### config.mk
export PLATFORM = sky130hd
export DESIGN_NAME = ddr_line_master
export DESIGN_NICKNAME = d
export VERILOG_FILES = /design/src/rtl/ddr_line_master_pkg.sv /design/src/rtl/ddr_watchdog.sv /design/src/rtl/ddr_line_master.sv
export SDC_FILE = /design/constraint.sdc
export NUM_CORES = 1
export LEC_CHECK = 0
export ABC_AREA = 1
export CELL_PAD_IN_SITES_DETAIL_PLACEMENT = 0
export CELL_PAD_IN_SITES_GLOBAL_PLACEMENT = 1
export CORE_MARGIN = 2
export CORE_UTILIZATION = 36
export DETAILED_ROUTE_END_ITERATION = 16
export GPL_TIMING_DRIVEN = 1
export PLACE_DENSITY = 0.83
export SETUP_SLACK_MARGIN = 0.05
export SYNTH_ARGS = -nofsm -noshare
export SYNTH_HDL_FRONTEND = slang
export SYNTH_SLANG_ARGS = --single-unit
### constraint.sdc
create_clock -name clk -period 5.6 [get_ports clk]
set_input_delay 0.56 -clock clk [delete_from_list [all_inputs] [get_ports clk]]
set_output_delay 0.56 -clock clk [all_outputs]
set_load 0.01 [all_outputs]
### src/rtl/ddr_line_master_pkg.sv
// Shared types and defaults for the DDR line initiators.
package ddr_line_master_pkg;

  typedef logic [31:0] rvga_word;
  typedef logic [7:0]  rvga_byte;

  localparam int LINE_WORDS_DEFAULT = 8;
  localparam int TIMEOUT_DEFAULT    = 1024;

  // Number of byte-offset bits covered by one line.
  function automatic int line_off_w(input int line_words);
    return $clog2(line_words * 4);
  endfunction

  localparam int LINE_OFF_W_DEFAULT = line_off_w(LINE_WORDS_DEFAULT);

endpackage

### src/rtl/ddr_watchdog.sv
// Per-word watchdog: counts wait cycles and flags a responder that never answers.
module ddr_watchdog
  import ddr_line_master_pkg::*;
#(
  parameter int TIMEOUT = TIMEOUT_DEFAULT
) (
  input  logic clk,
  input  logic rst_n,
  input  logic clear,
  input  logic inc,
  output logic expired
);

  localparam int CNT_W = (TIMEOUT > 1) ? $clog2(TIMEOUT) : 1;
  localparam logic [CNT_W-1:0] LAST = (TIMEOUT > 0) ? CNT_W'(TIMEOUT - 1) : '0;

  logic [CNT_W-1:0] count;

  always_ff @(posedge clk) begin
    if (!rst_n) begin
      count <= '0;
    end else if (clear) begin
      count <= '0;
    end else if (inc && (count != LAST)) begin
      count <= count + CNT_W'(1);
    end
  end

  // Fires in the last allowed wait cycle, so the request is held exactly TIMEOUT cycles.
  assign expired = (TIMEOUT != 0) && inc && (count == LAST);

endmodule

### src/rtl/ddr_line_master.sv
// Converts one cache-line request into LINE_WORDS single-word DDR handshakes.
module ddr_line_master
  import ddr_line_master_pkg::*;
#(
  parameter int LINE_WORDS = LINE_WORDS_DEFAULT,
  parameter int TIMEOUT    = TIMEOUT_DEFAULT
) (
  input  logic                    clk,
  input  logic                    rst_n,
  input  logic                    req_valid,
  output logic                    req_ready,
  input  logic                    req_write,
  input  logic [31:0]             req_addr,
  input  logic [32*LINE_WORDS-1:0] req_wline,
  output logic                    rsp_valid,
  output logic                    rsp_err,
  output logic [32*LINE_WORDS-1:0] rsp_rline,
  output logic [31:0]             ddr_addr,
  output logic                    ddr_read,
  output logic                    ddr_write,
  output logic [31:0]             ddr_wdata,
  input  logic [31:0]             ddr_rdata,
  input  logic                    ddr_resp
);

  localparam int IDX_W = $clog2(LINE_WORDS);
  localparam int OFF_W = line_off_w(LINE_WORDS);
  localparam rvga_word OFF_MASK = rvga_word'((1 << OFF_W) - 1);
  localparam logic [IDX_W-1:0] LAST_IDX = IDX_W'(LINE_WORDS - 1);

  typedef enum logic [1:0] {IDLE, XFER, DONE} state_t;

  state_t                  state, state_next;
  logic [IDX_W-1:0]        idx;
  rvga_word                base;
  logic                    wr;
  logic                    err;
  logic [32*LINE_WORDS-1:0] wline;
  logic [32*LINE_WORDS-1:0] rline;

  logic accept, word_resp, wd_clear, wd_inc, expired;

  assign accept    = (state == IDLE) && req_valid;
  assign word_resp = (state == XFER) && ddr_resp;
  assign wd_clear  = accept || word_resp;
  assign wd_inc    = (state == XFER) && !ddr_resp;
  assign rsp_rline = rline;

  ddr_watchdog #(
    .TIMEOUT(TIMEOUT)
  ) u_watchdog (
    .clk    (clk),
    .rst_n  (rst_n),
    .clear  (wd_clear),
    .inc    (wd_inc),
    .expired(expired)
  );

  always_ff @(posedge clk) begin
    if (!rst_n) begin
      state <= IDLE;
    end else begin
      state <= state_next;
    end
  end

  // The ddr request stays up until ddr_resp or the watchdog, never dropped early.
  always_comb begin
    state_next = state;
    req_ready  = 1'b0;
    rsp_valid  = 1'b0;
    rsp_err    = 1'b0;
    ddr_read   = 1'b0;
    ddr_write  = 1'b0;
    ddr_addr   = '0;
    ddr_wdata  = '0;
    unique case (state)
      IDLE: begin
        req_ready = 1'b1;
        if (req_valid) begin
          state_next = XFER;
        end
      end
      XFER: begin
        ddr_read  = !wr;
        ddr_write = wr;
        ddr_addr  = base + 32'({idx, 2'b00});
        ddr_wdata = wline[32*idx +: 32];
        if (ddr_resp) begin
          if (idx == LAST_IDX) begin
            state_next = DONE;
          end
        end else if (expired) begin
          state_next = DONE;
        end
      end
      DONE: begin
        rsp_valid  = 1'b1;
        rsp_err    = err;
        state_next = IDLE;
      end
      default: state_next = IDLE;
    endcase
  end

  always_ff @(posedge clk) begin
    if (!rst_n) begin
      idx   <= '0;
      base  <= '0;
      wr    <= 1'b0;
      err   <= 1'b0;
      wline <= '0;
      rline <= '0;
    end else begin
      if (accept) begin
        base  <= req_addr & ~OFF_MASK;
        wr    <= req_write;
        wline <= req_wline;
        idx   <= '0;
        err   <= 1'b0;
      end
      if (word_resp) begin
        if (!wr) begin
          rline[32*idx +: 32] <= ddr_rdata;
        end
        if (idx != LAST_IDX) begin
          idx <= idx + IDX_W'(1);
        end
      end
      if (expired) begin
        err <= 1'b1;
      end
    end
  end

endmodule

Word level (Yosys, flattened, before mapping)
Index checks and enable logic that the tools add are counted.
- bits of input ports: 325
- output and inout bits: 325
- flip-flop bits (word level): 556
- multiplexer cells: 18
- reduce and logical (&&, ||, !) cells: 13
- add/sub/neg operators: 4
- eq/ne operators: 9
- shifts and indexed selects: 3
- bitwise gates (word level): 2
- operators with widths (kind ; number):
    bitwise mux 256 bit ; 1
    variable shift 32 x 34 -> 256 bit, first input constant ; 1
    indexed part select 256 x 9 -> 32 bit ; 1
    indexed part select 32 x 34 -> 256 bit ; 1
    2-to-1 mux 32 bit ; 2
    negation 8 -> 34 bit ; 1
    adder 32 x 5 -> 32 bit ; 1
    adder 10 x 1 -> 10 bit, second input constant ; 1
    == test 10 bit, second input constant ; 1
    inequality test 10 bit, second input constant ; 1
    2-to-1 mux 3 bit ; 3
    2-to-1 mux 2 bit ; 4
    2-to-1 mux 1 bit ; 7
    inequality test 3 bit, second input constant ; 2
    logical AND 1 bit ; 5
    one-hot mux 2 bit (2 select lines) ; 1
    adder 3 x 1 -> 3 bit, second input constant ; 1
    == test 3 bit, second input constant ; 1
    inequality test 3 x 2 -> 1 bit, second input constant ; 1
    AND reduction 3 bit ; 1
    == test 2 x 1 -> 1 bit, second input constant ; 1
    == test 2 bit, second input constant ; 1
    zero test 1 bit ; 2
    zero test 2 bit ; 1
    6 further kinds ; 7

Longest topological paths before layout
Gate-level depths: netlist (run 1).
- depth in word-level cells: 6
- gate-level depth with buffers: 14
- gate-level depth less buffers: 10

Hierarchy
Synthesis (run 1) repeated with hierarchy kept, for this count alone.
- cell total of the unflattened synthesis: 3468
- area, all modules: 23669.0 µm²
- by module, submodules not included (module ; sequential area each (µm²) ; area an instance (µm²) ; times used ; cells an instance):
    ddr_line_master ; 10930.5 ; 23080.9 ; 1 ; 3381
    ddr_watchdog ; 200.2 ; 588.1 ; 1 ; 87

Worst setup path after synthesis (run 1)
OpenSTA, ideal clock, no wires.
- path type: reg-to-reg
- start: reg idx[0]
- end: reg rline[71] (netlist: rsp_rline[71])
- period minus slack after synthesis: 2.535 ns
- required time: 5.468 ns
- setup slack: 3.065 ns
- arrival: 2.403 ns
- cell stages (with the launch flop): 13
- cell sequence: dfxtp_1 -> buf_4 -> inv_4 -> clkbuf_1 -> buf_2 -> ha_1 -> ha_1 -> inv_2 -> clkbuf_1 -> clkbuf_1 -> nor3_1 -> nand2_1 -> a21oi_1
- word-level cells in the longest chain between the ends: 3
- elaborated cells on any way between the ends: 4
- RTL lines (item ; RTL line ; RTL):
    from (decl) ; ddr_line_master.sv:34 ; logic [IDX_W-1:0] idx;
    from (signal assigned) ; ddr_line_master.sv:127 ; idx <= idx + IDX_W'(1);
    negation 8 -> 34 bit * ; ddr_line_master.sv:124 ; rline[32*idx +: 32] <= ddr_rdata;
    indexed part select 32 x 34 -> 256 bit / variable shift 32 x 34 -> 256 bit (equally long branches) ; ddr_line_master.sv:124 ;
    bitwise mux 256 bit * ; ddr_line_master.sv:124 ;
    to (signal, indexed assignment) ; ddr_line_master.sv:124 ;
    to (decl) ; ddr_line_master.sv:39 ; logic [32*LINE_WORDS-1:0] rline;
Every way passes the cells marked *; elsewhere a longest branch is shown, timed or not.
A chain may end at the register's enable or synchronous reset.

Worst setup path after layout (run 1)
- start: reg idx[0]
- end: out ddr_wdata[24]
- word-level cells in the longest chain between the ends: 2
- RTL lines (item ; RTL line ; RTL):
    indexed part select 256 x 9 -> 32 bit ; ddr_line_master.sv:88 ; ddr_wdata = wline[32*idx +: 32];
    2-to-1 mux 32 bit ; ddr_line_master.sv:77 ; unique case (state)
    to (decl) ; ddr_line_master.sv:21 ; output logic [31:0] ddr_wdata,
Every way passes these cells.

==> results of run 1 <==
==> where the power goes <==
| group | internal (mW) | switching (mW) |
|---|---|---|
| Sequential | 4.18 | 0.116 |
| Combinational | 0.544 | 0.803 |
| Clock | 2.13 | 1.64 |
==> metal layers <==
metal | up-vias | global-route usage, % | part of all wire (%)
li1 | 12190 | - | -
met1 | 10949 | 28.2 | 38
met2 | 660 | 46.6 | 51
met3 | 171 | 6.77 | 7.6
met4 | 30 | 9.41 | 3.6
met5 | - | 0 | 0.23
==> registers in the layout (all words and copies together) (netlist names) <==
name / count
u_watchdog.count: 10
rsp_rline: 256
err: 1
idx: 3
state: 2
wr: 1
base: 27
wline: 256
==> logic make-up after synthesis <==
kind of cell             count (synthesis)
AND/OR/NAND/NOR                       1930
buffers and inverters                  505
adder cells (fa/ha/maj)                  7
flip-flops                             556
XOR/XNOR                                 2
AO/OA/AOI/OAI                          583
other                                    1
==> worst min path at each step <==
stage | endpoint | slack (ns) | cells past startpoint
final | wline[10] | 0.42 | 3
after floorplan | wline[62] | 0.43 | 2
after global routing | base[21] | 0.47 | 2
after CTS | rsp_rline[125] | 0.42 | 3
after detailed placement | base[16] | 0.45 | 2
after global placement | base[13] | 0.44 | 2
==> cell type report <==
type,count,share of cell area [%]
sequential,556,34.3
multi-input combinational,2524,33.2
timing repair buffer,666,20.5
clock buffer,89,5.28
tap,864,3.33
inverter,252,2.95
clock inverter,11,0.270
antenna,15,0.116
==> critical path, cell delays in order, from the launching register on <==
cell,delay [ns]
dfxtp_4,0.81
buf_4,0.76
o21ai_0,0.18
o22ai_1,0.35
nand3_1,0.21
nand2_1,0.19
clkdlybuf4s50_1,0.56
==> Yosys cell counts <==
master | count | area [um2]
o21ai_0 | 441 | 2210
ha_1 | 7 | 87.6
o22ai_1 | 63 | 394
nor3_2 | 2 | 20.0
nand4_1 | 5 | 31.3
inv_4 | 1 | 6.26
conb_1 | 1 | 3.75
clkinv_1 | 2 | 7.51
buf_2 | 44 | 220
clkbuf_1 | 177 | 664
xor2_1 | 1 | 8.76
buf_1 | 21 | 78.8
and3_1 | 1 | 6.26
inv_2 | 8 | 30.0
nor2_1 | 1133 | 4250
nand4_2 | 1 | 12.5
a211oi_1 | 2 | 15.0
nor2_4 | 6 | 67.6
nand4_4 | 2 | 42.5
inv_1 | 241 | 905
buf_4 | 10 | 75.1
a21oi_1 | 77 | 385
xnor2_1 | 1 | 8.76
nand2_2 | 5 | 31.3
nand3_2 | 2 | 20.0
nor3_1 | 93 | 465
nand3_1 | 80 | 400
nand3_4 | 2 | 35.0
dfxtp_1 | 556 | 11100
nand2_1 | 598 | 2240
buf_6 | 1 | 11.3
==> summary.txt, run 1 <==
WORST SETUP PATH
------------------------------------------------------------------------------------------
Kind of start point of the critical path ....................................         flop
End of the worst register-to-register path .................................. rsp_rline[89]
Launch instance of the worst register-to-register path ......................       idx[0]
Crit path launch ............................................................       idx[0]
CP endpoint kind ............................................................   output pin
Required time reported for the critical path endpoint .......................      5.04 ns
Worst setup path endpoint ................................................... ddr_wdata[24]
Reg2Reg Setup Slack .........................................................      1.92 ns
Arrival time worst endpoint .................................................      3.76 ns
Crit Path Max Fanout ........................................................           76
Worst reg2reg path depth ....................................................            9
Type of the worst setup path ................................................ flop to output pin

LAYOUT
------------------------------------------------------------------------------------------
Non-filler instance count after layout ......................................         4977
Most used cells in the layout excluding fill and tap cells .................. 1131 x nor2_1, 641 x clkdlybuf4s50_1, 597 x nand2_1
Final standard cell area without fillers ....................................    32400 um2
Fin nets ....................................................................         4392
Fillers .....................................................................         6962
Area Growth Syn to Fin ......................................................        35.9%
Most common cell after layout, fill and taps aside ..........................       nor2_1
Fraction of final layout cells sized beyond drive strength 1 ................        3.44%
FF/Latch Area ...............................................................    11100 um2
Multi-input combinational cell area .........................................    10800 um2
End-of-flow core utilization ................................................        49.3%

PLACE
------------------------------------------------------------------------------------------
Post-placement worst setup slack ............................................      1.86 ns
Total of buffers placed on input and output ports ...........................          642
Final weighted congestion of routability-driven global placement ............        0.846
Post-Place Cell Area ........................................................    30600 um2
DP HPWL .....................................................................      62.3 mm
Placed Cells incl. Taps .....................................................         4862

SYNTH
------------------------------------------------------------------------------------------
Warnings from Yosys .........................................................            0
Complex-gate fraction of the synthesized area ...............................        12.6%
Post-synthesis cell type count ..............................................           31
Post-synthesis cell count ...................................................         3584
Syn avg cell area ...........................................................     6.66 um2
Sequential fraction of the synthesis area ...................................        46.6%
Combined area of all synthesized cells ......................................    23900 um2
Xor and xnor fraction of the mapped netlist area ............................      0.0734%
Dominant combinational cell family by area after synthesis .................. simple AND/OR/NAND/NOR gates
Share of synthesized area spent on multiplexers .............................           0%
Yosys reg bits ..............................................................          556
Simple-gate share of the synthesized area ...................................        32.0%
Adder-cell share of the synthesized area ....................................       0.367%

DRT
------------------------------------------------------------------------------------------
Average vias per placed instance ............................................         4.82
Initial DRT Pass Iterations .................................................            5
Post-DRT Antenna Nets .......................................................            0
Total wire length after detailed routing ....................................      90.9 mm
Drt first-iter violations ...................................................         1704
WL/cell .....................................................................      18.3 um
DRC .........................................................................            0
Routed via count ............................................................        24000

POWER
------------------------------------------------------------------------------------------
Final Power .................................................................      9.41 mW
Power density over the cells ................................................   290 nW/um2
Largest voltage drop on the vdd net .........................................     0.223 mV
Leakage component of the power ..............................................      13.4 nW

HOLD PATH
------------------------------------------------------------------------------------------
Kind of path behind the tightest hold check ................................. input port to flop
Start point of the worst hold path ..........................................        rst_n

CLOCKING
------------------------------------------------------------------------------------------
Maximum buffer depth of the clock tree ......................................            3
Number of buffers inserted to repair setup after CTS ........................            0
CTS buffer count ............................................................           60
Clock tree from TritonCTS ...................................................         done
Clock edge transition at the registers on the reported setup and hold paths .      0.06 ns
Cell chosen for the clock root ..............................................    clkbuf_16
Clock insertion delay at the later pin of the skew report ...................      0.64 ns
Total clock sinks ...........................................................          556
Level count of the clock H-tree .............................................            2
Number of hold buffers added after CTS ......................................            0
Quantity of gates resized following cts .....................................            0

TIMING
------------------------------------------------------------------------------------------
Final hold vios .............................................................            0
Tmin final ..................................................................      4.32 ns
Final-layout worst hold slack ...............................................     0.424 ns
Pins Over Slew Limit ........................................................            0
Max_slew headroom ...........................................................        24.0%
Maximum operating frequency .................................................      231 MHz
Total Neg Setup Slack .......................................................         0 ns
Fin Clk Skew ................................................................    0.0276 ns
Measured slew at the worst slew-check pin ...................................      1.14 ns
Worst Slack Setup Final .....................................................      1.28 ns
Final worst-path cycle share ................................................        77.2%
Setup repair after global routing missed its margin .........................           no
Setup-failing EPs final .....................................................            0

DIE
------------------------------------------------------------------------------------------
Initial Utilization .........................................................        36.3%
Row count ...................................................................           94
Chip width ..................................................................       261 um
Top-level port count ........................................................          650
Die Span Y ..................................................................       261 um
Die Outline Area ............................................................    68400 um2
Core region area ............................................................    65700 um2

JOB
------------------------------------------------------------------------------------------
Max capacitance violation total .............................................            0

GRT
------------------------------------------------------------------------------------------
Maximum number of pins on one net before global-route repair ................          210
Initial antenna violation count .............................................           28
Vias in the first global route ..............................................        22453
Wire length of the first global-routing pass ................................       133 mm
Grt total ovfl ..............................................................            0
Global router's overall resource usage ......................................        25.5%

STATUS
------------------------------------------------------------------------------------------
Run status .................................................................. finished clean

(Power assumes the default switching activity.)
==> run 2: changes to the inputs <==
Settings changed: CORE_UTILIZATION 36 to 30, PLACE_DENSITY 0.83 to 0.74.
Clock period 5.6 ns to 3.8 ns, I/O delays scaled along.
==> run 2 against run 1 <==
Against the previous run:
- sequential cell count unchanged
- total power up 60%
- sequential share of layout area down 1.0 points
- clock power up 77%
- clock-buffer cell count up 5
- clock skew down 0.0051 ns
- global-route usage down 3.1 points
- routed wire length up 4.6%
- first-iteration DRC count down 24%
- critical endpoint is now ddr_wdata[11]
==> summary.txt, run 2 (synthesis results as in run 1) <==
LAYOUT
------------------------------------------------------------------------------------------
Fraction of final layout cells sized beyond drive strength 1 ................        4.66%
Fin nets ....................................................................         4428
Most common cell after layout, fill and taps aside ..........................       nor2_1
Most used cells in the layout excluding fill and tap cells .................. 1131 x nor2_1, 641 x clkdlybuf4s50_1, 597 x nand2_1
Fillers .....................................................................         8517
Area Growth Syn to Fin ......................................................        40.1%

PLACE
------------------------------------------------------------------------------------------
Total of buffers placed on input and output ports ...........................          642
Post-placement worst setup slack ............................................     0.931 ns
Final weighted congestion of routability-driven global placement ............        0.819
DP HPWL .....................................................................      66.3 mm

JOB
------------------------------------------------------------------------------------------
Max capacitance violation total .............................................            0

GRT
------------------------------------------------------------------------------------------
Wire length of the first global-routing pass ................................       141 mm
Initial antenna violation count .............................................           34
Maximum number of pins on one net before global-route repair ................          162
Global router's overall resource usage ......................................        22.4%
Vias in the first global route ..............................................        22674
Grt total ovfl ..............................................................            0

WORST SETUP PATH
------------------------------------------------------------------------------------------
Kind of start point of the critical path ....................................         flop
Required time reported for the critical path endpoint .......................      3.42 ns
CP endpoint kind ............................................................   output pin
End of the worst register-to-register path .................................. rsp_rline[51]
Reg2Reg Setup Slack .........................................................      1.01 ns
Launch instance of the worst register-to-register path ......................       idx[0]
Type of the worst setup path ................................................ flop to output pin
Worst reg2reg path depth ....................................................            9
Crit Path Max Fanout ........................................................           76
Arrival time worst endpoint .................................................      3.05 ns

POWER
------------------------------------------------------------------------------------------
Power density over the cells ................................................   450 nW/um2
Leakage component of the power ..............................................      13.8 nW
Largest voltage drop on the vdd net .........................................     0.262 mV

TIMING
------------------------------------------------------------------------------------------
Final hold vios .............................................................            0
Worst Slack Setup Final .....................................................     0.371 ns
Fin Clk Skew ................................................................    0.0224 ns
Final worst-path cycle share ................................................        90.2%
Tmin final ..................................................................      3.43 ns
Maximum operating frequency .................................................      292 MHz
Setup-failing EPs final .....................................................            0
Measured slew at the worst slew-check pin ...................................     0.850 ns
Setup repair after global routing missed its margin .........................           no
Pins Over Slew Limit ........................................................            0
Total Neg Setup Slack .......................................................         0 ns
Max_slew headroom ...........................................................        43.2%

CLOCKING
------------------------------------------------------------------------------------------
Clock insertion delay at the later pin of the skew report ...................      0.61 ns
Level count of the clock H-tree .............................................            3
Clock tree from TritonCTS ...................................................         done
Number of hold buffers added after CTS ......................................            0
Quantity of gates resized following cts .....................................            0
Maximum buffer depth of the clock tree ......................................            3
CTS buffer count ............................................................           68
Clock edge transition at the registers on the reported setup and hold paths .      0.06 ns
Number of buffers inserted to repair setup after CTS ........................            0
Total clock sinks ...........................................................          556
Cell chosen for the clock root ..............................................    clkbuf_16

HOLD PATH
------------------------------------------------------------------------------------------
Cell count of the worst hold path ...........................................            3
Start point of the worst hold path ..........................................        rst_n
Kind of path behind the tightest hold check ................................. input port to flop
Hold worst-path end ......................................................... rsp_rline[161]

DRT
------------------------------------------------------------------------------------------
Post-DRT Antenna Nets .......................................................            0
DRC .........................................................................            0
Total wire length after detailed routing ....................................      95.1 mm
Initial DRT Pass Iterations .................................................            5
Drt first-iter violations ...................................................         1287
Average vias per placed instance ............................................         4.63
WL/cell .....................................................................      18.3 um
Routed via count ............................................................        24104

DIE
------------------------------------------------------------------------------------------
Initial Utilization .........................................................        30.3%
Top-level port count ........................................................          650
Die Span Y ..................................................................       286 um
Core region area ............................................................    78900 um2
Chip width ..................................................................       286 um
Row count ...................................................................          103
Die Outline Area ............................................................    81800 um2

STATUS
------------------------------------------------------------------------------------------
Run status .................................................................. finished clean

==> run 2: changes by cell type in the layout (fill, tap and decap cells not counted), sizes merged <==
cell,change
bufinv,+5
clkinv,+2
clkbuf,+5
inv,+2
diode,-3
buf,+28
clkinvlp,+2
==> run 2: power by group <==
part           total, mW  leakage (nW)  internal, mW  switching, mW
sequential          6.32          4.55          6.16          0.156
combinational       2.04          8.14         0.825           1.21
clock               6.69          1.11          4.02           2.67
==> run 2: stage by stage <==
step	hold slack (ns)	area [um2]	cells	power [mW]	utilization [%]
global placement	0.442	31200	5076	8.49	39.5
global route	0.165	33400	5201	15.7	42.4
finish	0.155	33500	5204	15.0	42.4
CTS	0.128	33400	5192	15.3	42.4
floorplan	0.430	23900	3585	7.55	-
detailed placement	0.444	31200	5076	8.51	39.5
==> run 2: how the worst max path moves through the flow <==
stage                       from       endpoint  slack [ns]
after floorplan           idx[0]  rsp_rline[71]        1.26
after global placement    idx[0]  rsp_rline[36]        0.92
after detailed placement  idx[0]  rsp_rline[49]        0.93
after CTS                 idx[0]  ddr_wdata[20]        0.29
after global routing      idx[0]  ddr_wdata[22]        0.18
final                     idx[0]  ddr_wdata[11]        0.37
==> run 2: critical path, stage by stage, from the launching register on <==
cell and delay (ns):
dfxtp_4 0.41, inv_6 0.45, buf_4 0.36, o21ai_0 0.11, o22ai_1 0.25, nand2_1 0.14, nand2_1 0.10, clkdlybuf4s50_1 0.57
==> run 2: layer usage <==
metal | track usage, % | wire length [um] | vias up
met5 | 0 | 233 | -
met4 | 7.17 | 2500 | 34
met3 | 5.93 | 6620 | 164
met2 | 40.3 | 47600 | 630
met1 | 25.8 | 38100 | 10987
li1 | - | - | 12289
==> run 2: layout make-up <==
cell class / instances / area (um2) / area share (%)
clock inverters: 22 / 307 / 0.916
flip-flops and latches: 556 / 11100 / 33.3
clock buffers: 94 / 1960 / 5.86
inverters: 252 / 958 / 2.87
well taps: 1050 / 1310 / 3.93
multi-input cells: 2524 / 10800 / 32.2
diodes: 12 / 30.0 / 0.0898
repair buffers: 694 / 6970 / 20.8
==> run 3: changes to the inputs <==
Settings changed: GPL_TIMING_DRIVEN 1 to unset.
==> results of run 3 <==
Same layout as run 2: the final DEF is identical, and so are final timing and power.
